**src/rtl/id_ex_hazard_reg_pkg.sv**
```systemverilog
// Shared types for the ID->EX stage register: the execute control bundle, its bubble value and ALU op classes.
// Latency: none (types only); backpressure: none (types only).
package id_ex_hazard_reg_pkg;

  localparam int DW_DEF = 32;
  localparam int RW_DEF = 5;
  localparam int CW_DEF = 16;

  localparam logic [1:0] ALUOP_ADD   = 2'b00;
  localparam logic [1:0] ALUOP_BEQ   = 2'b01;
  localparam logic [1:0] ALUOP_RTYPE = 2'b10;
  localparam logic [1:0] ALUOP_IMM   = 2'b11;

  typedef struct packed {
    logic [1:0] alu_op;
    logic       alu_src;
    logic       reg_dst;
    logic       mem_read;
    logic       mem_write;
    logic       reg_write;
    logic       mem_to_reg;
    logic       branch;
  } ctrl_t;

  localparam ctrl_t BUBBLE_CTRL = '0;

  // An invalid decode slot must never carry side-effecting controls into EX.
  function automatic ctrl_t gate_ctrl(input ctrl_t c, input logic keep);
    return keep ? c : BUBBLE_CTRL;
  endfunction

endpackage

```
**src/rtl/id_ex_hazard_reg_if.sv**
```systemverilog
// ID->EX boundary: decode-side fields in, registered execute bundle and front-end hold/flush out.
// Latency: wires only; backpressure: front end holds via PCWrite/IFIDWrite.
interface id_ex_hazard_reg_if
  import id_ex_hazard_reg_pkg::*;
#(
  parameter int DW = DW_DEF,
  parameter int RW = RW_DEF,
  parameter int CW = CW_DEF
);

  logic [DW-1:0] ID_PCadd4, ID_ReadData1, ID_ReadData2, ID_Imm;
  logic [RW-1:0] ID_Rs, ID_Rt, ID_Rd;
  logic [5:0]    ID_funct;
  logic [1:0]    ID_ALUop;
  logic          ID_ALUSrc, ID_RegDst, ID_MemRead, ID_MemWrite;
  logic          ID_RegWrite, ID_MemtoReg, ID_Branch, ID_valid;
  logic          BranchTaken;

  logic [DW-1:0] IDtoEX_PCadd4, IDtoEX_ReadData1, IDtoEX_ReadData2, IDtoEX_Imm;
  logic [RW-1:0] IDtoEX_Rs, IDtoEX_Rt, IDtoEX_Rd;
  logic [5:0]    IDtoEX_funct;
  logic [1:0]    IDtoEX_ALUop;
  logic          IDtoEX_ALUSrc, IDtoEX_RegDst, IDtoEX_MemRead, IDtoEX_MemWrite;
  logic          IDtoEX_RegWrite, IDtoEX_MemtoReg, IDtoEX_Branch, IDtoEX_valid;
  logic          PCWrite, IFIDWrite, IFIDFlush;
  logic [CW-1:0] stall_count, flush_count;

  modport master (
    output ID_PCadd4, ID_ReadData1, ID_ReadData2, ID_Imm, ID_Rs, ID_Rt, ID_Rd,
           ID_funct, ID_ALUop, ID_ALUSrc, ID_RegDst, ID_MemRead, ID_MemWrite,
           ID_RegWrite, ID_MemtoReg, ID_Branch, ID_valid, BranchTaken,
    input  IDtoEX_PCadd4, IDtoEX_ReadData1, IDtoEX_ReadData2, IDtoEX_Imm,
           IDtoEX_Rs, IDtoEX_Rt, IDtoEX_Rd, IDtoEX_funct, IDtoEX_ALUop,
           IDtoEX_ALUSrc, IDtoEX_RegDst, IDtoEX_MemRead, IDtoEX_MemWrite,
           IDtoEX_RegWrite, IDtoEX_MemtoReg, IDtoEX_Branch, IDtoEX_valid,
           PCWrite, IFIDWrite, IFIDFlush, stall_count, flush_count
  );

  modport slave (
    input  ID_PCadd4, ID_ReadData1, ID_ReadData2, ID_Imm, ID_Rs, ID_Rt, ID_Rd,
           ID_funct, ID_ALUop, ID_ALUSrc, ID_RegDst, ID_MemRead, ID_MemWrite,
           ID_RegWrite, ID_MemtoReg, ID_Branch, ID_valid, BranchTaken,
    output IDtoEX_PCadd4, IDtoEX_ReadData1, IDtoEX_ReadData2, IDtoEX_Imm,
           IDtoEX_Rs, IDtoEX_Rt, IDtoEX_Rd, IDtoEX_funct, IDtoEX_ALUop,
           IDtoEX_ALUSrc, IDtoEX_RegDst, IDtoEX_MemRead, IDtoEX_MemWrite,
           IDtoEX_RegWrite, IDtoEX_MemtoReg, IDtoEX_Branch, IDtoEX_valid,
           PCWrite, IFIDWrite, IFIDFlush, stall_count, flush_count
  );

endinterface

```
**src/rtl/id_ex_hazard_reg_hazard_detect.sv**
```systemverilog
// Load-use hazard detection and front-end hold/flush controls.
// Latency: combinational; backpressure: a flush always releases the front end so the redirect proceeds.
module id_ex_hazard_reg_hazard_detect
  import id_ex_hazard_reg_pkg::*;
#(
  parameter int RW = RW_DEF
) (
  input  logic          reset_n,
  input  logic          ex_valid,
  input  logic          ex_mem_read,
  input  logic [RW-1:0] ex_rt,
  input  logic          id_valid,
  input  logic [RW-1:0] id_rs,
  input  logic [RW-1:0] id_rt,
  input  logic          branch_taken,
  output logic          load_use,
  output logic          pc_write,
  output logic          ifid_write,
  output logic          ifid_flush
);

  logic rt_match;

  // $0 is hardwired zero, so a load targeting it never creates a real dependency.
  assign rt_match = (ex_rt != '0) && ((ex_rt == id_rs) || (ex_rt == id_rt));
  assign load_use = ex_valid && ex_mem_read && id_valid && rt_match;

  assign pc_write   = !load_use || branch_taken || !reset_n;
  assign ifid_write = pc_write;
  assign ifid_flush = branch_taken && reset_n;

endmodule

```
**src/rtl/id_ex_hazard_reg.sv**
```systemverilog
// ID->EX pipeline register with load-use stall and branch flush bubble injection plus saturating event counters.
// Latency: 1 cycle ID->EX; backpressure: holds PC and IF/ID for one cycle on a load-use hazard.
module id_ex_hazard_reg
  import id_ex_hazard_reg_pkg::*;
#(
  parameter int DW = DW_DEF,
  parameter int RW = RW_DEF,
  parameter int CW = CW_DEF
) (
  input logic               clk,
  input logic               reset_n,
  id_ex_hazard_reg_if.slave bus
);

  logic [DW-1:0] pc_q, rd1_q, rd2_q, imm_q;
  logic [RW-1:0] rs_q, rt_q, rd_q;
  logic [5:0]    funct_q;
  ctrl_t         ctrl_q;
  ctrl_t         id_ctrl;
  logic          valid_q;
  logic [CW-1:0] stall_q, flush_q;
  logic          load_use;

  assign id_ctrl = '{
    alu_op:     bus.ID_ALUop,
    alu_src:    bus.ID_ALUSrc,
    reg_dst:    bus.ID_RegDst,
    mem_read:   bus.ID_MemRead,
    mem_write:  bus.ID_MemWrite,
    reg_write:  bus.ID_RegWrite,
    mem_to_reg: bus.ID_MemtoReg,
    branch:     bus.ID_Branch
  };

  id_ex_hazard_reg_hazard_detect #(.RW(RW)) u_hazard (
    .reset_n      (reset_n),
    .ex_valid     (valid_q),
    .ex_mem_read  (ctrl_q.mem_read),
    .ex_rt        (rt_q),
    .id_valid     (bus.ID_valid),
    .id_rs        (bus.ID_Rs),
    .id_rt        (bus.ID_Rt),
    .branch_taken (bus.BranchTaken),
    .load_use     (load_use),
    .pc_write     (bus.PCWrite),
    .ifid_write   (bus.IFIDWrite),
    .ifid_flush   (bus.IFIDFlush)
  );

  always_ff @(posedge clk or negedge reset_n) begin
    if (!reset_n) begin
      pc_q    <= '0;
      rd1_q   <= '0;
      rd2_q   <= '0;
      imm_q   <= '0;
      rs_q    <= '0;
      rt_q    <= '0;
      rd_q    <= '0;
      funct_q <= '0;
      ctrl_q  <= BUBBLE_CTRL;
      valid_q <= 1'b0;
      stall_q <= '0;
      flush_q <= '0;
    end else begin
      // Datapath fields are meaningless under a bubble, so they load unconditionally.
      pc_q    <= bus.ID_PCadd4;
      rd1_q   <= bus.ID_ReadData1;
      rd2_q   <= bus.ID_ReadData2;
      imm_q   <= bus.ID_Imm;
      rs_q    <= bus.ID_Rs;
      rt_q    <= bus.ID_Rt;
      rd_q    <= bus.ID_Rd;
      funct_q <= bus.ID_funct;
      if (bus.BranchTaken) begin
        ctrl_q  <= BUBBLE_CTRL;
        valid_q <= 1'b0;
        flush_q <= (&flush_q) ? flush_q : flush_q + 1'b1;
      end else if (load_use) begin
        ctrl_q  <= BUBBLE_CTRL;
        valid_q <= 1'b0;
        stall_q <= (&stall_q) ? stall_q : stall_q + 1'b1;
      end else begin
        ctrl_q  <= gate_ctrl(id_ctrl, bus.ID_valid);
        valid_q <= bus.ID_valid;
      end
    end
  end

  assign bus.IDtoEX_PCadd4    = pc_q;
  assign bus.IDtoEX_ReadData1 = rd1_q;
  assign bus.IDtoEX_ReadData2 = rd2_q;
  assign bus.IDtoEX_Imm       = imm_q;
  assign bus.IDtoEX_Rs        = rs_q;
  assign bus.IDtoEX_Rt        = rt_q;
  assign bus.IDtoEX_Rd        = rd_q;
  assign bus.IDtoEX_funct     = funct_q;
  assign bus.IDtoEX_ALUop     = ctrl_q.alu_op;
  assign bus.IDtoEX_ALUSrc    = ctrl_q.alu_src;
  assign bus.IDtoEX_RegDst    = ctrl_q.reg_dst;
  assign bus.IDtoEX_MemRead   = ctrl_q.mem_read;
  assign bus.IDtoEX_MemWrite  = ctrl_q.mem_write;
  assign bus.IDtoEX_RegWrite  = ctrl_q.reg_write;
  assign bus.IDtoEX_MemtoReg  = ctrl_q.mem_to_reg;
  assign bus.IDtoEX_Branch    = ctrl_q.branch;
  assign bus.IDtoEX_valid     = valid_q;
  assign bus.stall_count      = stall_q;
  assign bus.flush_count      = flush_q;

endmodule
```
**src/flat_wrapper.sv**
```systemverilog
// flat-port wrapper written by rule: the top's interface ports become plain ports
module id_ex_hazard_reg_flat import id_ex_hazard_reg_pkg::*;
#(
  parameter int DW = DW_DEF,
  parameter int RW = RW_DEF,
  parameter int CW = CW_DEF
)
  (clk, reset_n, bus_ID_PCadd4, bus_ID_ReadData1, bus_ID_ReadData2, bus_ID_Imm, bus_ID_Rs, bus_ID_Rt, bus_ID_Rd, bus_ID_funct, bus_ID_ALUop, bus_ID_ALUSrc, bus_ID_RegDst, bus_ID_MemRead, bus_ID_MemWrite, bus_ID_RegWrite, bus_ID_MemtoReg, bus_ID_Branch, bus_ID_valid, bus_BranchTaken, bus_IDtoEX_PCadd4, bus_IDtoEX_ReadData1, bus_IDtoEX_ReadData2, bus_IDtoEX_Imm, bus_IDtoEX_Rs, bus_IDtoEX_Rt, bus_IDtoEX_Rd, bus_IDtoEX_funct, bus_IDtoEX_ALUop, bus_IDtoEX_ALUSrc, bus_IDtoEX_RegDst, bus_IDtoEX_MemRead, bus_IDtoEX_MemWrite, bus_IDtoEX_RegWrite, bus_IDtoEX_MemtoReg, bus_IDtoEX_Branch, bus_IDtoEX_valid, bus_PCWrite, bus_IFIDWrite, bus_IFIDFlush, bus_stall_count, bus_flush_count);
  id_ex_hazard_reg_if #(.DW(DW), .RW(RW), .CW(CW)) bus_i ();
  input logic clk;
  input logic reset_n;
  input wire logic [$bits(bus_i.ID_PCadd4)-1:0] bus_ID_PCadd4;
  input wire logic [$bits(bus_i.ID_ReadData1)-1:0] bus_ID_ReadData1;
  input wire logic [$bits(bus_i.ID_ReadData2)-1:0] bus_ID_ReadData2;
  input wire logic [$bits(bus_i.ID_Imm)-1:0] bus_ID_Imm;
  input wire logic [$bits(bus_i.ID_Rs)-1:0] bus_ID_Rs;
  input wire logic [$bits(bus_i.ID_Rt)-1:0] bus_ID_Rt;
  input wire logic [$bits(bus_i.ID_Rd)-1:0] bus_ID_Rd;
  input wire logic [$bits(bus_i.ID_funct)-1:0] bus_ID_funct;
  input wire logic [$bits(bus_i.ID_ALUop)-1:0] bus_ID_ALUop;
  input wire logic [$bits(bus_i.ID_ALUSrc)-1:0] bus_ID_ALUSrc;
  input wire logic [$bits(bus_i.ID_RegDst)-1:0] bus_ID_RegDst;
  input wire logic [$bits(bus_i.ID_MemRead)-1:0] bus_ID_MemRead;
  input wire logic [$bits(bus_i.ID_MemWrite)-1:0] bus_ID_MemWrite;
  input wire logic [$bits(bus_i.ID_RegWrite)-1:0] bus_ID_RegWrite;
  input wire logic [$bits(bus_i.ID_MemtoReg)-1:0] bus_ID_MemtoReg;
  input wire logic [$bits(bus_i.ID_Branch)-1:0] bus_ID_Branch;
  input wire logic [$bits(bus_i.ID_valid)-1:0] bus_ID_valid;
  input wire logic [$bits(bus_i.BranchTaken)-1:0] bus_BranchTaken;
  output wire logic [$bits(bus_i.IDtoEX_PCadd4)-1:0] bus_IDtoEX_PCadd4;
  output wire logic [$bits(bus_i.IDtoEX_ReadData1)-1:0] bus_IDtoEX_ReadData1;
  output wire logic [$bits(bus_i.IDtoEX_ReadData2)-1:0] bus_IDtoEX_ReadData2;
  output wire logic [$bits(bus_i.IDtoEX_Imm)-1:0] bus_IDtoEX_Imm;
  output wire logic [$bits(bus_i.IDtoEX_Rs)-1:0] bus_IDtoEX_Rs;
  output wire logic [$bits(bus_i.IDtoEX_Rt)-1:0] bus_IDtoEX_Rt;
  output wire logic [$bits(bus_i.IDtoEX_Rd)-1:0] bus_IDtoEX_Rd;
  output wire logic [$bits(bus_i.IDtoEX_funct)-1:0] bus_IDtoEX_funct;
  output wire logic [$bits(bus_i.IDtoEX_ALUop)-1:0] bus_IDtoEX_ALUop;
  output wire logic [$bits(bus_i.IDtoEX_ALUSrc)-1:0] bus_IDtoEX_ALUSrc;
  output wire logic [$bits(bus_i.IDtoEX_RegDst)-1:0] bus_IDtoEX_RegDst;
  output wire logic [$bits(bus_i.IDtoEX_MemRead)-1:0] bus_IDtoEX_MemRead;
  output wire logic [$bits(bus_i.IDtoEX_MemWrite)-1:0] bus_IDtoEX_MemWrite;
  output wire logic [$bits(bus_i.IDtoEX_RegWrite)-1:0] bus_IDtoEX_RegWrite;
  output wire logic [$bits(bus_i.IDtoEX_MemtoReg)-1:0] bus_IDtoEX_MemtoReg;
  output wire logic [$bits(bus_i.IDtoEX_Branch)-1:0] bus_IDtoEX_Branch;
  output wire logic [$bits(bus_i.IDtoEX_valid)-1:0] bus_IDtoEX_valid;
  output wire logic [$bits(bus_i.PCWrite)-1:0] bus_PCWrite;
  output wire logic [$bits(bus_i.IFIDWrite)-1:0] bus_IFIDWrite;
  output wire logic [$bits(bus_i.IFIDFlush)-1:0] bus_IFIDFlush;
  output wire logic [$bits(bus_i.stall_count)-1:0] bus_stall_count;
  output wire logic [$bits(bus_i.flush_count)-1:0] bus_flush_count;
  assign bus_i.ID_PCadd4 = bus_ID_PCadd4;
  assign bus_i.ID_ReadData1 = bus_ID_ReadData1;
  assign bus_i.ID_ReadData2 = bus_ID_ReadData2;
  assign bus_i.ID_Imm = bus_ID_Imm;
  assign bus_i.ID_Rs = bus_ID_Rs;
  assign bus_i.ID_Rt = bus_ID_Rt;
  assign bus_i.ID_Rd = bus_ID_Rd;
  assign bus_i.ID_funct = bus_ID_funct;
  assign bus_i.ID_ALUop = bus_ID_ALUop;
  assign bus_i.ID_ALUSrc = bus_ID_ALUSrc;
  assign bus_i.ID_RegDst = bus_ID_RegDst;
  assign bus_i.ID_MemRead = bus_ID_MemRead;
  assign bus_i.ID_MemWrite = bus_ID_MemWrite;
  assign bus_i.ID_RegWrite = bus_ID_RegWrite;
  assign bus_i.ID_MemtoReg = bus_ID_MemtoReg;
  assign bus_i.ID_Branch = bus_ID_Branch;
  assign bus_i.ID_valid = bus_ID_valid;
  assign bus_i.BranchTaken = bus_BranchTaken;
  assign bus_IDtoEX_PCadd4 = bus_i.IDtoEX_PCadd4;
  assign bus_IDtoEX_ReadData1 = bus_i.IDtoEX_ReadData1;
  assign bus_IDtoEX_ReadData2 = bus_i.IDtoEX_ReadData2;
  assign bus_IDtoEX_Imm = bus_i.IDtoEX_Imm;
  assign bus_IDtoEX_Rs = bus_i.IDtoEX_Rs;
  assign bus_IDtoEX_Rt = bus_i.IDtoEX_Rt;
  assign bus_IDtoEX_Rd = bus_i.IDtoEX_Rd;
  assign bus_IDtoEX_funct = bus_i.IDtoEX_funct;
  assign bus_IDtoEX_ALUop = bus_i.IDtoEX_ALUop;
  assign bus_IDtoEX_ALUSrc = bus_i.IDtoEX_ALUSrc;
  assign bus_IDtoEX_RegDst = bus_i.IDtoEX_RegDst;
  assign bus_IDtoEX_MemRead = bus_i.IDtoEX_MemRead;
  assign bus_IDtoEX_MemWrite = bus_i.IDtoEX_MemWrite;
  assign bus_IDtoEX_RegWrite = bus_i.IDtoEX_RegWrite;
  assign bus_IDtoEX_MemtoReg = bus_i.IDtoEX_MemtoReg;
  assign bus_IDtoEX_Branch = bus_i.IDtoEX_Branch;
  assign bus_IDtoEX_valid = bus_i.IDtoEX_valid;
  assign bus_PCWrite = bus_i.PCWrite;
  assign bus_IFIDWrite = bus_i.IFIDWrite;
  assign bus_IFIDFlush = bus_i.IFIDFlush;
  assign bus_stall_count = bus_i.stall_count;
  assign bus_flush_count = bus_i.flush_count;
  id_ex_hazard_reg #(.DW(DW), .RW(RW), .CW(CW)) u_core (.clk(clk), .reset_n(reset_n), .bus(bus_i));
endmodule
```
**config.mk**
```make
export PLATFORM = sky130hd
export DESIGN_NAME = id_ex_hazard_reg_flat
export DESIGN_NICKNAME = d
export VERILOG_FILES = /design/src/rtl/id_ex_hazard_reg_pkg.sv /design/src/rtl/id_ex_hazard_reg_if.sv /design/src/rtl/id_ex_hazard_reg_hazard_detect.sv /design/src/rtl/id_ex_hazard_reg.sv /design/src/flat_wrapper.sv
export SDC_FILE = /design/constraint.sdc
export NUM_CORES = 1
export LEC_CHECK = 0
export CAP_MARGIN = 10
export CORE_MARGIN = 4
export CORE_UTILIZATION = 33
export CTS_CLUSTER_DIAMETER = 100
export DETAILED_ROUTE_END_ITERATION = 16
export PLACE_DENSITY = 0.79
export SLEW_MARGIN = 20
export SYNTH_ARGS = -nofsm -noshare
export SYNTH_HDL_FRONTEND = slang
export SYNTH_HIERARCHICAL = 1
export SYNTH_SLANG_ARGS = --single-unit
export TNS_END_PERCENT = 20
```
**constraint.sdc**
```tcl
create_clock -name clk -period 1.9 [get_ports clk]
set_input_delay 0.19 -clock clk [delete_from_list [all_inputs] [get_ports clk]]
set_output_delay 0.19 -clock clk [all_outputs]
set_load 0.03 [all_outputs]
```
# After elaboration in Yosys (flattened, before gate mapping)
# Cells that the tools add are included.
[word_totals]
regBits = 191
latch_bits = 0
ram_bits = 0
mem_bits_ro = 0
output_inout_bits = 194
elab_cells = 46
n_memories = 0
[op_classes]
n_addsub = 2
n_mul = 0
div = 0
order_cmp = 0
n_eq_ne = 2
n_shift = 0
muxes = 5
n_bitwise = 3
n_reduce_logical = 15
[ops]
columns = ["op", "n"]
rows = [
  ["adder 16 x 1 -> 16 bit (second input constant)", 2],
  ["AND reduction 16 bit", 2],
  ["2-to-1 mux 9 bit", 3],
  ["== test 5 bit", 2],
  ["logical AND 1 bit", 5],
  ["nonzero test 5 bit", 1],
  ["logical OR 1 bit", 3],
  ["NOT 1 bit", 3],
  ["AND reduction 3 bit", 1],
  ["logical NOT 1 bit", 2],
  ["2-to-1 mux 1 bit", 2],
  ["AND reduction 2 bit", 1],
]

# Logic depth before layout (Yosys ltp)
# Gate-level depths: netlist of run 1.
[depth]
ltp_word = 7
ltp_mapped = 8

# Modules after synthesis
# The synthesis of run 1 kept the hierarchy.
[by_module_without_submodules]
columns = ["mod", "n_inst", "cells_each", "area_per_inst_um2", "seq_area_each_um2"]
rows = [
  ["id_ex_hazard_reg", 1, 316, 5685.5, 4779.6],
  ["id_ex_hazard_reg_hazard_detect", 1, 21, 163.9, 0.0],
]

# Least setup slack after synthesis of run 1
# Ideal clock, no wire load.
[synth_timing]
kind = "register -> register"
from = "register u_core.rt_q[0], in the netlist u_core/bus.IDtoEX_Rt[0]"
to = "register u_core.stall_q[14], in the netlist u_core/bus.stall_count[14]"
t_arrival_ps = 2066
t_required_ps = 1775
setup_slack_ps = -291
path_stages_with_launch = 9
synth_period_minus_slack_ps = 2191
path_cell_list = "dfrtp_1 xor2_1 nor3_1 nand3_1 a21oi_1 and4b_1 nand2_1 nor4_1 mux2_2"
[synth_via]
elab_chain_len = 5
[synth_rtl]
columns = ["element", "line", "text"]
rows = [
  ["start, declared", "id_ex_hazard_reg.sv:16", "logic [RW-1:0] rs_q, rt_q, rd_q;"],
  ["start signal, assigned", "id_ex_hazard_reg.sv:71", "rt_q <= bus.ID_Rt;"],
  ["== test 5 bit", "id_ex_hazard_reg_hazard_detect.sv:25", "assign rt_match = (ex_rt != '0) && ((ex_rt == id_rs) || (ex_rt == id_rt));"],
  ["logical OR 1 bit", "id_ex_hazard_reg_hazard_detect.sv:25", ""],
  ["logical AND 1 bit *", "id_ex_hazard_reg_hazard_detect.sv:25", ""],
  ["logical AND 1 bit *", "id_ex_hazard_reg_hazard_detect.sv:26", "assign load_use = ex_valid && ex_mem_read && id_valid && rt_match;"],
  ["via u_core.load_use", "id_ex_hazard_reg.sv:22", "logic load_use;"],
  ["AND reduction 3 bit (no line) *", "-", ""],
  ["end signal, assigned", "id_ex_hazard_reg.sv:81", "stall_q <= (&stall_q) ? stall_q : stall_q + 1'b1;"],
  ["end, declared", "id_ex_hazard_reg.sv:21", "logic [CW-1:0] stall_q, flush_q;"],
]
# The timed path passes the listed nets; every way through them passes the cells marked *.
# A chain may end at the register's enable or synchronous reset.

# Worst setup path after layout of run 1
[layout_timing]
from = "register u_core.rt_q[2], in the netlist u_core/bus.IDtoEX_Rt[2]"
to = "register u_core.stall_q[4], in the netlist u_core/bus.stall_count[4]"
# Same word-level chain as after synthesis.

==> metrics.sh, run 1 <==
RUN_STATUS='complete, but fails checks'
DIE_AREA_MM2=0.01992
SYN_AVG_CELL_AREA_UM2=17.36
FIRST_PASS_ITERS=4
TIMING.SETUP.CRITICAL_PATH_CLASS='register to register'
PLACEMENT_ROWS=48
FINAL.PERIOD_UTILIZATION_PCT=116.3
SYNTH_LARGEST_AREA_CELL='dfrtp_1'
FIN_CRIT_NS=2.210
FINAL-SETUP-VIOL-COUNT=27
FINAL_NET_COUNT=893
CLOCK-SKEW-FINAL_NS=0.004409
HPWL_UM=14810
REMAINING_DRC_ERRORS=0
CTS.PATH.MAX_BUFFERS=2
SYNTHESIS.INSTANCES=337
CP-START-KIND='register'
VIAS=4362
DIEHEIGHT_UM=141.1
FP.COREAREA_MM2=0.01736
LEAKAGEPOWER_nW=4.630
GRT_ANTENNA_BEFORE_REPAIR=0
TIMING.MAX_CAP.VIOLATIONS=0
NUM-FILL-CELLS=1315
TRITONCTS='done'
CLOCK_LATENCY_LATE_SINK_NS=0.42
PLACE.GP.CONGESTION=0.8538
SYNTH_AREA_MM2=0.005849
FIN_TOTAL_PWR_W=0.009503
SYNTH_ENABLE_FLOP_CELLS=0
MAX_SLEW.WORST_PIN.SLEW_NS=0.6175
WIRE_PER_INST_UM=19.88
SYNTH_TOP_CELLS_BY_AREA='dfrtp_1 82%, xor2_1 3.4%, xnor2_1 1.8%'
INTPOWER_W=0.006847
POWER.SHARE.COMBINATIONAL_PCT=17.6
WORST-PATH-MAX-FANOUT=5
SYNTHMOSTINSTANTIATEDCELL='dfrtp_1'
FP.DIEW_UM=141.1
PLACED_CELLS_INCL_TAPS=932
HTREE_LEVELS=4
WORST_SETUP_PATH_END_KIND='register'
POWER.SHARE.SWITCHING_PCT=27.95
OVERFLOW_AFTER_GRT=0
YOSYS_MOST_USED_DFF='dfrtp_1'
POWER.SWITCHING_W=0.002656
RSZ0062_AT_GRT='true'
TRITONCTS.NUM_BUFFERS=17
DRIVE_ABOVE_1_SHARE_PCT=12.53
CRIT_PATH_TOP_DELAY_CELL='or4_4'
TOP_LAYER_USED='met4'
DR.FIRST_ITER.DRC_COUNT=135
CLOCK_SINK_COUNT=191
SYNTH.TOP_CELLS.BY_COUNT='191 x dfrtp_1, 23 x xor2_1, 13 x nand2_1'
CP.ARRIVAL_NS=2.50
NETLIST-CELL-TYPE-COUNT=39
FLOORPLAN.INITIALDENSITY_PCT=33.70
IO-PIN-COUNT=356
GRT_PASS1_WL_UM=28660
CLOCK.FMAX_MHz=452.5
WIRELENGTH_UM=19230
GLOBALROUTETOTALUTIL_PCT=19.17
ROUTED-WL-MET2_UM=9841
VDD.IR_DROP.WORST_uV=571.0
SYNTH-ASYNC-RESET-RATIO_PCT=100.0
POST-SYNTH-TOP-AREA-FRACTION_PCT=81.71
WORSTPATHREQUIRED_NS=2.19
GRT_MAX_DEGREE=192
WORST_HOLD_PATH_TYPE='primary input to register'
FINAL-SEQ-AREA_MM2=0.004785
WL_MET1_UM=6948
FLOPS_LATCHES_SYNTH=191
SYNTH_SEQUENTIAL_AREA_RATIO_PCT=81.71
ANT_NETS=0
FINAL_CRITICAL_PATH_SETUP_SLACK_NS=-0.3098
GRT_PASS1_VIAS=4842
CTS.CLK_SLEW.WORST_PATHS_NS=0.07
WORST_HOLD_SLACK_NS=0.1987
MET3_WL_UM=1783
SYN2LAYOUT_AREA_GROWTH_PCT=81.05
BUFFER_PORTS.INSERTED=355
SYNTHESIS.NETS=501
PWR_DENSITY_CELL_mW_PER_MM2=897.4
DETAILEDPLACE.WORSTSLACK_NS=-0.6160
VIOLATIONS='setup timing'
TIMING_MAX_TRANSITION_VIOLATIONS_FINAL=0
CRITICAL-PATH-MAX-STAGE-DELAY_NS=0.53
FIN_CELLS=967
FINAL-HOLD-VIOLATION-COUNT=0
YS_WARN_COUNT=6
TIMING.CRITICAL_PATH.CELLS='or4_4, o2111ai_4, buf_6, a21oi_2, and4b_2, nand2_4, buf_6, a21oi_2, xor2_1'
AVGVIACOUNTPERCELL=4.511
TIMING.SETUP.TNS_NS=-4.996
SEQ_POWER_SHARE_PCT=47.1
ANTENNADIODECOUNT=0
MULTI_INPUT_AREA_MM2=0.001167
CLOCK_TREE.ROOT_CELL='clkbuf_16'
PWR-SHARE-CLK_PCT=35.3
MAXSLEWHEADROOM_PCT=58.84
-- routing by layer --
layer | GRT usage [%] | up-vias
met3 | 6.750 | 44
met1 | 21.87 | 2155
li1 | - | 1915
met2 | 32.61 | 248
met4 | 8.312 | 0
met5 | 0 | -
-- worst max-delay path: cells and delay by family, from the launching register on --
| kind | cells | cell delay, ns |
|---|---|---|
| AOI/OAI and AO/OA | 3 | 0.29 |
| xor gates and xnor gates | 1 | 0.18 |
| buffers and inverters | 2 | 0.26 |
| DFF | 1 | 0.43 |
| and+or+nand+nor | 3 | 0.92 |
-- power by group through the flow --
stage / clock network (W) / registers [W] / logic, W
2_1_floorplan: 0 / 0.00500 / 0.000196
3_3_place_gp: 0 / 0.00453 / 0.00166
3_5_place_dp: 0 / 0.00455 / 0.00168
4_1_cts: 0.00343 / 0.00448 / 0.00169
5_1_grt: 0.00362 / 0.00451 / 0.00177
6_report: 0.00335 / 0.00448 / 0.00167
-- per-stage QoR --
stage | utilization (%) | cell area [um2]
after global routing | 61.02 | 10590
final | 61.02 | 10590
after detailed placement | 56.65 | 9832
after global placement | 56.65 | 9832
after floorplan | - | 5866
after CTS | 60.35 | 10480
-- cell families after synthesis --
group                    synth area share (%)
AO/OA/AOI/OAI                           1.818
XOR/XNOR                                5.241
adder cells (fa/ha/maj)                0.4277
buffers and inverters                  0.6843
flip-flops                              81.71
multiplexers                            1.091
AND/OR/NAND/NOR                         9.027
-- repair_timing --
item / 4_1_cts / 5_1_grt
pin swaps: 19 / 7
hold buffers: 0 / 1
setup endpoints to repair: 29 / 30
hold endpoints to repair: 0 / 70
buffers inserted: 0 / 1
resized for setup: 33 / 10
-- layout by cell type (no fill, tap or decap), types with 3 or more instances in the layout --
master and count:
xor2_1 23, inv_1 4, inv_6 4, nand4_1 7, clkdlybuf4s50_1 348, and4_1 4
dfrtp_1 187, clkbuf_16 17, nand2_1 12, nor3_1 4, nor2_1 10, nand3_1 7
dfrtp_2 4, mux2_2 3, xnor2_1 12, buf_4 16, buf_6 5, and2_1 11
-- area by class of cell --
class                      count  share of cell area (%)
clock buffer                  19                   4.088
clock inverter                13                   1.170
inverter                       4                  0.1418
multi-input combinational    138                   11.02
sequential                   191                   45.18
tap                          225                   2.658
timing repair buffer         377                   35.74
-- flip-flops by register name, indices dropped and copies added (netlist names), 2 cells and up --
name,count
u_core/bus.IDtoEX_ALUop,2
u_core/bus.IDtoEX_Imm,32
u_core/bus.IDtoEX_PCadd4,32
u_core/bus.IDtoEX_Rd,5
u_core/bus.IDtoEX_ReadData1,32
u_core/bus.IDtoEX_ReadData2,32
u_core/bus.IDtoEX_Rs,5
u_core/bus.IDtoEX_Rt,5
u_core/bus.IDtoEX_funct,6
u_core/bus.flush_count,16
u_core/bus.stall_count,16
-- path summary, 6_finish.rpt --
kind	to	start	slack, ns	depth (start not counted)
worst max-delay path	u_core/bus.stall_count[4]	u_core/bus.IDtoEX_Rt[2]	-0.31	9
worst min-delay path	u_core/bus.IDtoEX_PCadd4[9]	bus_ID_PCadd4[9]	0.20	1
worst max register to register	u_core/bus.stall_count[4]	u_core/bus.IDtoEX_Rt[2]	-0.31	9
worst min register to register	u_core/bus.flush_count[0]	u_core/bus.flush_count[0]	0.54	1
max in group asynchronous	u_core/bus.IDtoEX_PCadd4[8]	reset_n	0.56	4
min in group asynchronous	u_core/bus.stall_count[10]	reset_n	0.44	3
(Power assumes the default switching activity.)
==> run 2, diff against run 1 <==
--- a/config.mk
+++ b/config.mk
@@ -6,6 +6,7 @@
 export NUM_CORES = 1
 export LEC_CHECK = 0
 export CAP_MARGIN = 10
+export CORE_ASPECT_RATIO = 1.1
 export CORE_MARGIN = 4
 export CORE_UTILIZATION = 33
 export CTS_CLUSTER_DIAMETER = 100
==> run 2 against run 1 <==
Against the previous run: routed wire length up 2.5%; utilization up 0.98 points; the flow still finishes with violations (setup timing); register-to-register slack worse by 0.14 ns; non-clock buffer count up 7; clock-buffer cell count down 1; largest cell class unchanged; via count up 0.21%.
==> metrics.sh, run 2 (synthesis results as in run 1) <==
CLOCK_LATENCY_LATE_SINK_NS=0.43
FP.DIEW_UM=134.9
LAYOUT_COMMON_CELLS='347 x clkdlybuf4s50_1, 187 x dfrtp_1, 28 x buf_4, 23 x xor2_1, 17 x clkbuf_16'
FINAL_NET_COUNT=900
CRITICAL-PATH-MAX-STAGE-DELAY_NS=0.44
FP.COREAREA_MM2=0.01720
CLOCK_SINK_COUNT=191
INTPOWER_W=0.007137
FINAL_CRITICAL_PATH_SETUP_SLACK_NS=-0.4451
DETAILEDPLACE.WORSTSLACK_NS=-0.5332
BUFFER_PORTS.INSERTED=355
VIAS=4371
VIOLATIONS='setup timing'
WORST_HOLD_PATH_TYPE='primary input to async pin'
CP.ARRIVAL_NS=2.65
DR.FIRST_ITER.DRC_COUNT=177
CTS.CLK_SLEW.WORST_PATHS_NS=0.07
WORSTPATHREQUIRED_NS=2.21
CP-START-KIND='register'
HPWL_UM=15710
GRT_PASS1_VIAS=4755
SYN2LAYOUT_AREA_GROWTH_PCT=82.33
FINAL-SETUP-VIOL-COUNT=27
WORST-PATH-BUF-INV=2
PWR_DENSITY_CELL_mW_PER_MM2=921.9
CTS.PATH.MAX_BUFFERS=2
WIRE_PER_INST_UM=20.04
TIMING.SETUP.CRITICAL_PATH_CLASS='register to register'
GRT_MAX_DEGREE=116
REMAINING_DRC_ERRORS=0
GLOBALROUTETOTALUTIL_PCT=19.62
DIE_AREA_MM2=0.01992
OVERFLOW_AFTER_GRT=0
POSTPLACECELLAREA_MM2=0.009853
TRITONCTS.NUM_BUFFERS=17
FINAL-HOLD-VIOLATION-COUNT=0
CLOCK_TREE.ROOT_CELL='clkbuf_16'
SEQ_POWER_SHARE_PCT=45.4
PWR-SHARE-CLK_PCT=37.6
HTREE_LEVELS=4
CRITICAL_PATH.MOST_COMMON_CELL='buf_4'
CRIT_PATH_TOP_DELAY_CELL='dfrtp_2'
WIRELENGTH_UM=19700
AVGVIACOUNTPERCELL=4.447
MAX_SLEW.WORST_PIN.SLEW_NS=0.8441
POWER.SHARE.SWITCHING_PCT=27.41
GRT_PASS1_WL_UM=28880
DIEHEIGHT_UM=147.6
DRIVE_ABOVE_1_SHARE_PCT=13.62
GRT_ANTENNA_BEFORE_REPAIR=0
RSZ0062_AT_GRT='true'
WORST-PATH-MAX-FANOUT=4
FINAL.PERIOD_UTILIZATION_PCT=123.4
LEAKAGEPOWER_nW=4.668
IO-PIN-COUNT=356
POWER.SWITCHING_W=0.002695
TIMING.MAX_CAP.VIOLATIONS=0
ANTENNADIODECOUNT=0
FLOORPLAN.INITIALDENSITY_PCT=34.00
CLOCK.FMAX_MHz=426.4
VDD.IR_DROP.WORST_uV=587.4
PLACE.GP.CONGESTION=0.8638
POWER.SHARE.COMBINATIONAL_PCT=17.0
MAXSLEWHEADROOM_PCT=43.73
TRITONCTS='done'
FIN_CRIT_NS=2.345
PLACEMENT_ROWS=50
FIRST_PASS_ITERS=6
RUN_STATUS='complete, but fails checks'
FINISH.INSTANCE_AREA_MM2=0.01067
TIMING_MAX_TRANSITION_VIOLATIONS_FINAL=0
TIMING.CRITICAL_PATH.CELLS='xor2_1, nor3_1, nand3_1, buf_4, a21oi_4, and4b_2, buf_4, and3_4, nand4_1, xnor2_2'
CP_TOP_FAMILY='simple AND/OR/NAND/NOR gates'
MOSTFREQUENTLAYOUTCELL='clkdlybuf4s50_1'
ANT_NETS=0
CLOCK-SKEW-FINAL_NS=0.006374
WORST_SETUP_PATH_END_KIND='register'
-- run 2: cell count changes in the layout (fill, tap and decap cells not counted), moves of 2 or more --
cell       delta
mux2_2        -2
nand3_2       -2
mux2_4        +2
clkinv_2      -2
bufinv_16     +2
buf_4        +12
inv_6         -3
nand3_1       +2
inv_8         +4
-- run 2: area by class of cell --
type                       count  area (um2)
tap                          234       292.8
inverter                       4       15.01
clock buffer                  18       429.2
fill                        1264        6539
multi-input combinational    138        1157
timing repair buffer         384        3794
clock inverter                14       192.7
sequential                   191        4785
-- run 2: worst paths after layout --
path	from	to	slack, ns	depth (start not counted)
setup / recovery	u_core/bus.IDtoEX_Rt[0]	u_core/bus.stall_count[15]	-0.45	10
hold / removal	reset_n	u_core/bus.stall_count[5]	0.18	2
setup reg to reg	u_core/bus.IDtoEX_Rt[0]	u_core/bus.stall_count[15]	-0.45	10
hold reg to reg	u_core/bus.stall_count[7]	u_core/bus.stall_count[7]	0.51	1
max in group asynchronous	reset_n	u_core/bus.IDtoEX_ReadData1[8]	0.67	3
min in group clk	bus_ID_funct[3]	u_core/bus.IDtoEX_funct[3]	0.19	1
-- run 2: worst register-to-register path, cell delays in order, from the launching register on --
cell     delay [ns]
dfrtp_2        0.44
xor2_1         0.18
nor3_1         0.16
nand3_1        0.13
buf_4          0.17
a21oi_4        0.17
and4b_2        0.30
buf_4          0.12
and3_4         0.20
nand4_1        0.16
xnor2_2        0.19
-- run 2: repair_timing --
| action | CTS | global route |
|---|---|---|
| setup buffers | 3 | 4 |
| setup endpoints to repair | 27 | 29 |
| pin swaps | 7 | 9 |
| hold buffers | 1 | 0 |
| endpoints found under the hold margin | 100 | 0 |
| resized for setup | 15 | 16 |
-- run 2: power groups by stage --
stage	Clock, W	Combinational, W	Sequential [W]
after floorplan	0	0.000196	0.00500
after global placement	0	0.00166	0.00453
after detailed placement	0	0.00169	0.00455
after CTS	0.00379	0.00169	0.00447
after global routing	0.00397	0.00175	0.00450
final	0.00369	0.00167	0.00447
-- run 2: through the flow --
| stage | util [%] | power, W | instances | hold WS, ns | setup TNS [ns] |
|---|---|---|---|---|---|
| global route | 61.99 | 0.01023 | 983 | 0.1580 | -8.573 |
| detailed placement | 57.27 | 0.006234 | 943 | 0.04464 | -6.439 |
| floorplan | - | 0.005198 | 337 | -0.1056 | -2.430 |
| global placement | 57.27 | 0.006193 | 943 | 0.04428 | -5.984 |
| CTS | 61.44 | 0.009945 | 979 | 0.1585 | -5.416 |
| finish | 61.99 | 0.009832 | 983 | 0.1794 | -6.387 |
-- run 2: metal layers --
metal / GRT usage (%) / wire [um] / vias to the layer above
met5: 0 / 0 / -
met4: 7.409 / 527 / 0
met3: 9.973 / 2238 / 37
met2: 34.28 / 10200 / 243
met1: 20.02 / 6736 / 2164
li1: - / - / 1927
